### config.mk
export PLATFORM = sky130hd
export DESIGN_NAME = hazard_stall_unit
export DESIGN_NICKNAME = d
export VERILOG_FILES = /design/src/rtl/hazard_stall_unit.sv
export SDC_FILE = /design/constraint.sdc
export NUM_CORES = 1
export LEC_CHECK = 0
export ABC_AREA = 1
export ABC_CLOCK_PERIOD_IN_PS = 2050
export CORE_ASPECT_RATIO = 1.4
export CORE_MARGIN = 5
export CORE_UTILIZATION = 44
export CTS_BUF_LIST = sky130_fd_sc_hd__clkbuf_4 sky130_fd_sc_hd__clkbuf_8 sky130_fd_sc_hd__clkbuf_16
export DETAILED_ROUTE_END_ITERATION = 10
export PLACE_DENSITY = 0.76
export SETUP_SLACK_MARGIN = 0.1
export SYNTH_ARGS = -nofsm -noshare
export SYNTH_HDL_FRONTEND = slang
export SYNTH_SLANG_ARGS = --single-unit
### constraint.sdc
create_clock -name clk -period 2.05 [get_ports clk]
set_input_delay 0.615 -clock clk [delete_from_list [all_inputs] [get_ports clk]]
set_output_delay 0.615 -clock clk [all_outputs]
set_load 0.005 [all_outputs]
### src/rtl/hazard_stall_unit.sv
// Hazard controller for the 5-stage LEGv8 pipeline: load-use stall,
// taken-branch IF/ID squash, memory-wait freeze, and saturating
// stall/flush performance counters.
//
// Ports:
//   clk, reset            clock, synchronous active-high reset
//   id_rn/id_rm/id_uses_* decoded ID-stage source operands
//   ex_rd/ex_memread      EX-stage destination and load flag
//   branch_taken          EX resolved a taken branch this cycle
//   mem_wait              data memory not ready, freeze everything
//   pc_write_en, ifid_write_en, idex_write_en   pipeline write enables
//   idex_bubble, ifid_flush                     NOP insertion controls
//   stall_count, flush_count                    performance counters
module hazard_stall_unit #(
   parameter int FLUSH_CYCLES = 1,
   parameter int CNT_W        = 16
) (
   input  logic             clk,
   input  logic             reset,
   input  logic [4:0]       id_rn,
   input  logic [4:0]       id_rm,
   input  logic             id_uses_rn,
   input  logic             id_uses_rm,
   input  logic [4:0]       ex_rd,
   input  logic             ex_memread,
   input  logic             branch_taken,
   input  logic             mem_wait,
   output logic             pc_write_en,
   output logic             ifid_write_en,
   output logic             idex_write_en,
   output logic             idex_bubble,
   output logic             ifid_flush,
   output logic [CNT_W-1:0] stall_count,
   output logic [CNT_W-1:0] flush_count
);

   typedef enum logic {
      RUN   = 1'b0,
      FLUSH = 1'b1
   } state_t;

   localparam logic [CNT_W-1:0] CNT_MAX = '1;
   localparam logic [2:0] FCNT_INIT = 3'(FLUSH_CYCLES - 1);

   state_t           state_q, state_d;
   logic [2:0]       fcnt_q, fcnt_d;
   logic [CNT_W-1:0] stall_cnt_q, stall_cnt_d;
   logic [CNT_W-1:0] flush_cnt_q, flush_cnt_d;
   logic             lu;

   // X31 reads as zero, so a load targeting it can never feed a consumer.
   assign lu = ex_memread && (ex_rd != 5'd31) &&
               ((id_uses_rn && (ex_rd == id_rn)) ||
                (id_uses_rm && (ex_rd == id_rm)));

   always_comb begin
      state_d       = state_q;
      fcnt_d        = fcnt_q;
      stall_cnt_d   = stall_cnt_q;
      flush_cnt_d   = flush_cnt_q;
      pc_write_en   = 1'b1;
      ifid_write_en = 1'b1;
      idex_write_en = 1'b1;
      idex_bubble   = 1'b0;
      ifid_flush    = 1'b0;

      if (reset) begin
         pc_write_en   = 1'b0;
         ifid_write_en = 1'b0;
         idex_write_en = 1'b0;
         idex_bubble   = 1'b1;
         ifid_flush    = 1'b1;
         state_d       = RUN;
         fcnt_d        = 3'd0;
         stall_cnt_d   = '0;
         flush_cnt_d   = '0;
      end else if (mem_wait) begin
         // Freeze: branch/lu are held stable upstream and re-seen later.
         pc_write_en   = 1'b0;
         ifid_write_en = 1'b0;
         idex_write_en = 1'b0;
      end else if (branch_taken) begin
         idex_bubble = 1'b1;
         ifid_flush  = 1'b1;
         if (flush_cnt_q != CNT_MAX) begin
            flush_cnt_d = flush_cnt_q + 1'b1;
         end
         // This cycle is already the first squash cycle.
         if (FLUSH_CYCLES > 1) begin
            state_d = FLUSH;
            fcnt_d  = FCNT_INIT;
         end else begin
            state_d = RUN;
            fcnt_d  = 3'd0;
         end
      end else if (state_q == FLUSH) begin
         idex_bubble = 1'b1;
         ifid_flush  = 1'b1;
         if (fcnt_q <= 3'd1) begin
            state_d = RUN;
            fcnt_d  = 3'd0;
         end else begin
            fcnt_d = fcnt_q - 3'd1;
         end
      end else if (lu) begin
         pc_write_en   = 1'b0;
         ifid_write_en = 1'b0;
         idex_bubble   = 1'b1;
         if (stall_cnt_q != CNT_MAX) begin
            stall_cnt_d = stall_cnt_q + 1'b1;
         end
      end
   end

   always_ff @(posedge clk) begin
      if (reset) begin
         state_q     <= RUN;
         fcnt_q      <= 3'd0;
         stall_cnt_q <= '0;
         flush_cnt_q <= '0;
      end else begin
         state_q     <= state_d;
         fcnt_q      <= fcnt_d;
         stall_cnt_q <= stall_cnt_d;
         flush_cnt_q <= flush_cnt_d;
      end
   end

   assign stall_count = stall_cnt_q;
   assign flush_count = flush_cnt_q;

endmodule

==> impl_metrics.toml, run 1 <==
[sta]
setup_ws_ns = -0.003849
slew_headroom = 0.7170
worst_hold_slack_ns = 0.4891
rsz0062_at_grt = "yes"
tns_ns = -0.003849
period_share = 1.002
setup_viol = 1
worstMarginPinSlew_ns = 0.4213
fmax_ghz = 0.4869
period_minus_slack_ns = 2.054
maxSlewViolCount = 0
hold_viol_final = 0
final.setup_skew_ns = 0.01172

[setup_path]
crit_type = "input pin to output port"
ff2ff_setup_slack_ns = 0.16
worst-path-max-fanout = 3
cp-start-kind = "input pin"
worstPathArrival_ns = 1.44
cp-end-kind = "output port"
reg2reg_depth = 14
crit_required_ns = 1.43

[floorplan]
dieHeight_um = 95.50
io_pins = 59
start_util = 0.4487
dieWidth_um = 71.07
die-area_sq_um = 6786
rows = 31
core_sq_um = 5120

[finish]
antennaDiodeCount = 0
drive_above_1_share = 0.2444
layout.nets = 471
finalNonFillerCells = 512
syn_to_final_growth_pct = 47.33

[placed_design]
dp_slack_ns = -0.9010
gp_congestion = 0.9143
port_buffers = 58
hpwlAfterDp_mm = 4.477
place_inst = 490

[synth]
ys_seq_area_frac = 0.3137
syn_inst = 357
synth_nets = 383
synth_enable_flop_cells = 0
netlist_area_sq_um = 2297
yosysUniqueCellTypes = 29
syn_avg_cell_area_sq_um = 6.435
synth_area_leaders = "dfxtp_1 31%, nand2_1 16%, nor2_1 8.8%"
synth_top_cell_area_share = 0.3137
synth_area_leader_cell = "dfxtp_1"
synth-main-ff-cell = "dfxtp_1"
synthArstFlopShare = 0
yosysWarnings = 0
ys_ff_latch = 36

[routing]
drt_wl_total_mm = 6.474
viasPerCell = 4.992
wire_per_inst_um = 12.64
num_vias = 2556
antenna_left = 0
dr.pass1.iters = 4
drc = 0
drt_iter0_drc = 135

[run_status]
outcome = "finished with violations"
violations = "setup timing"

[clocking]
cts_buffers = 5
clock_latency_ns = 0.29
path_clk_slew_ns = 0.07
cts_tree = "yes"
max-clock-path-buffers = 2
htree_levels = 2
cts.sinks = 36
cts_hold_buf = 0
root_buffer = "clkbuf_8"

[global_route]
grt_max_degree = 27
grt.overflow.total = 0
first_global_vias = 2448
grt_pass1_wl_mm = 10.56
antenna_found_initial = 0
track_usage = 0.1935

[run]
drv_cap = 0

[hold_path]
hold_depth = 2
hold_class = "flip-flop to flip-flop"

[power_and_ir_drop]
ir_worst_vdd_v = 0.0003120
power.leakage_nw = 1.394
p_per_area_nw_per_um2 = 441.4
-- layer usage --
layer,track usage,share of wire,up-vias
met4,0.09875,0.036,0
met3,0.03270,0.030,23
li1,-,-,1298
met2,0.3599,0.54,67
met1,0.2078,0.39,1168
met5,0,0,-
-- layout by cell type, fill, tap and decap left out, types with 3 or more instances in the layout --
master	Yosys	routed
a21oi_1	15	14
buf_2	3	5
buf_4	3	30
buf_6	1	12
buf_8	0	3
clkbuf_8	0	5
clkdlybuf4s50_1	0	32
dfxtp_1	36	34
ha_1	4	4
inv_1	43	35
inv_2	2	5
nand2_1	98	83
nand2_2	1	15
nand2_4	2	3
nand3_1	17	16
nand3_2	2	3
nand4_1	6	6
nor2_1	54	49
nor2_4	3	6
nor3_1	20	20
o21ai_0	8	6
o21bai_1	8	8
xnor2_1	8	8
xor2_1	13	13
-- final timing paths --
kind,startpoint,endpoint
worst min register to register,flush_count[13]$_SDFFE_PP0P_,flush_count[13]$_SDFFE_PP0P_
worst max register to register,state_q$_SDFFE_PP0N_,fcnt_q[0]$_SDFFE_PP0P_
worst max-delay path,ex_rd[3],idex_bubble
worst min-delay path,flush_count[13]$_SDFFE_PP0P_,flush_count[13]$_SDFFE_PP0P_
-- worst max-delay path, stage by stage --
cell     delay, ns
buf_8         0.11
inv_8         0.05
nand2_2       0.05
nand2_1       0.05
nor2_1        0.04
nand3_1       0.09
nand2_2       0.09
a31o_4        0.24
buf_6         0.11
-- metrics by stage --
stage                     total power (W)    util  cell area [sq um]
after floorplan                 0.0008213       -               2350
after global placement          0.0009330  0.6068               3107
after detailed placement        0.0009359  0.6068               3107
after CTS                        0.001485  0.6454               3304
after global routing             0.001562  0.6610               3385
final                            0.001494  0.6610               3385
-- timing repair --
item,CTS,global route
resized for setup,92,62
setup buffers,16,0
setup endpoints to repair,21,7
pin swaps,22,21
-- logic make-up after synthesis --
family	synth area share
AND/OR/NAND/NOR	0.3987
buffers and inverters	0.09967
XOR/XNOR	0.08007
adder cells (fa/ha/maj)	0.02179
AO/OA/AOI/OAI	0.08606
flip-flops	0.3137
-- registers in the layout, summed over array words and instances (netlist names) --
| register | flops |
|---|---|
| flush_count | 16 |
| stall_count | 16 |
| state_q | 1 |
| fcnt_q | 3 |
-- synth_stat cells, drive strengths merged, types with 7 or more instances --
| master | n |
|---|---|
| inv | 45 |
| xnor2 | 8 |
| o21ai | 8 |
| o21bai | 8 |
| nand3 | 20 |
| nand2 | 101 |
| a21oi | 15 |
| nor3 | 21 |
| buf | 7 |
| dfxtp | 36 |
| xor2 | 13 |
| nor2 | 57 |
-- layout make-up --
class,count,area [sq um]
clock inverter,1,8.758
multi-input combinational,266,1439
clock buffer,7,83.83
sequential,36,723.2
inverter,46,207.7
timing repair buffer,90,839.6
fill,458,1735
tap,66,82.58
-- report_power, final --
part           switching [W]  internal, W  total (W)
combinational       0.000118     0.000128   0.000247
sequential        0.00000780     0.000706   0.000714
clock               0.000265     0.000269   0.000534
Power figures use the tool's default switching activity.
==> run 2, diff against run 1 <==
- CORE_UTILIZATION: 44 -> 46
- CTS_BUF_LIST: sky130_fd_sc_hd__clkbuf_4 sky130_fd_sc_hd__clkbuf_8 sky130_fd_sc_hd__clkbuf_16 -> sky130_fd_sc_hd__clkbuf_4 sky130_fd_sc_hd__clkbuf_8
- PLACE_DENSITY: 0.76 -> 0.79
==> run 2 against run 1 <==
Effect of this change: the flow still finishes with violations (setup timing); core utilization rose by 3.2 points; combinational power is 2% lower; hold slack got worse by 0.0038 ns; first-iteration DRC count up 5.9%; worst setup slack worse by 0.084 ns; critical path depth up 1; die area down 3.8%; fmax decreased by 3.9%; via count is 1.3% higher; sequential share of layout area is 0.22 points higher; sequential cell count did not move; design area fell by 0.85%; critical path type unchanged; largest cell class unchanged.
==> impl_metrics.toml, run 2 (synthesis gave the netlist of run 1 again) <==
[sta]
setup_ws_ns = -0.08766
hold_viol_final = 0
slew_headroom = 0.7081
worst_hold_slack_ns = 0.4853
worstMarginPinSlew_ns = 0.4345
maxSlewViolCount = 0
period_minus_slack_ns = 2.138
rsz0062_at_grt = "yes"
final.setup_skew_ns = 0.009364
period_share = 1.043
setup_viol = 3
fmax_ghz = 0.4678

[global_route]
grt.overflow.total = 0
grt_pass1_wl_mm = 10.59
grt_max_degree = 27
antenna_found_initial = 0
track_usage = 0.1969
first_global_vias = 2510

[clocking]
clock_latency_ns = 0.29
cts_buffers = 5
path_clk_slew_ns = 0.07
cts.sinks = 36
root_buffer = "clkbuf_8"
cts_tree = "yes"
htree_levels = 2
max-clock-path-buffers = 2

[routing]
num_vias = 2588
viasPerCell = 5.094
drt_iter0_drc = 143
drc = 0
drt_wl_total_mm = 6.541
dr.pass1.iters = 4
wire_per_inst_um = 12.88
antenna_left = 0

[setup_path]
crit_type = "input pin to output port"
worst-path-max-fanout = 3
cp-end-kind = "output port"
cp-start-kind = "input pin"
crit_required_ns = 1.43
worstPathArrival_ns = 1.52

[power_and_ir_drop]
p_per_area_nw_per_um2 = 443.8
ir_worst_vdd_v = 0.0003154
power.leakage_nw = 1.373

[floorplan]
io_pins = 59
start_util = 0.4744
die-area_sq_um = 6527
rows = 30
dieHeight_um = 93.62
dieWidth_um = 69.73
core_sq_um = 4842

[placed_design]
dp_slack_ns = -0.8982
hpwlAfterDp_mm = 4.448
port_buffers = 58
gp_congestion = 0.8970
placed_area_sq_um = 3089

[run]
drv_cap = 0

[finish]
antennaDiodeCount = 0
final_cell_mix = "84 x nand2_1, 48 x nor2_1, 33 x dfxtp_1"
drive_above_1_share = 0.2477
final_cell_area_sq_um = 3356
final_core_util = 0.6930
layout.nets = 469
num-fill-cells = 401
syn_to_final_growth_pct = 46.08
final_common_cell = "nand2_1"

[hold_path]
hold_class = "flip-flop to flip-flop"

[run_status]
outcome = "finished with violations"
violations = "setup timing"
-- run 2: cell count changes in the layout (fill, tap and decap cells not counted), moves of 3 or more --
| cell | delta |
|---|---|
| inv_1 | -3 |
| buf_2 | +3 |
| inv_2 | +3 |
| buf_4 | -3 |
-- run 2: per-layer routing --
layer  wire [um]  GRT usage  vias to the layer above
met5           0          0                        -
met4         150    0.07029                        0
met3         276    0.04409                       18
met2        3526     0.3766                       71
met1        2589     0.2091                     1203
li1            -          -                     1296
-- run 2: through the flow --
step	TNS, ns	total power [W]	cells
detailed placement	-9.936	0.0009324	486
global placement	-8.897	0.0009278	486
finish	-0.1077	0.001489	508
CTS	-0.3258	0.001468	506
global route	-0.3196	0.001566	508
floorplan	-0.006847	0.0008213	357
-- run 2: final timing paths --
kind	slack (ns)	cells after the start	endpoint	startpoint
min	0.49	2	flush_count[13]$_SDFFE_PP0P_	flush_count[13]$_SDFFE_PP0P_
max	-0.09	10	idex_bubble	ex_rd[2]
min reg2reg	0.49	2	flush_count[13]$_SDFFE_PP0P_	flush_count[13]$_SDFFE_PP0P_
max reg2reg	0.16	14	fcnt_q[0]$_SDFFE_PP0P_	state_q$_SDFFE_PP0N_
-- run 2: final cells by class --
cell class / instances / area, sq um / area share
repair buffers: 88 / 819.5 / 0.2442
well taps: 64 / 80.08 / 0.02386
inverters: 46 / 205.2 / 0.06115
clock buffers: 7 / 83.83 / 0.02498
multi-input cells: 266 / 1434 / 0.4273
clock inverters: 1 / 8.758 / 0.002610
flip-flops and latches: 36 / 724.4 / 0.2159
-- run 2: repair_timing --
item,4_1_cts,5_1_grt
gates resized for setup,104,49
hold buffers,0,0
pin swaps,27,25
buffers inserted,12,3
setup endpoints to repair,21,14
-- run 2: power by group --
part,total [W],switching (W),internal (W)
clock network,0.000533,0.000263,0.000269
logic,0.000243,0.000120,0.000123
registers,0.000714,0.00000806,0.000706
-- run 2: worst max-delay path, stage by stage --
cell,delay (ns)
buf_12,0.12
inv_12,0.05
nand2_2,0.04
nand2_1,0.07
nor2_2,0.04
nand3_2,0.06
nand2_2,0.08
buf_6,0.12
a31o_4,0.21
buf_6,0.11
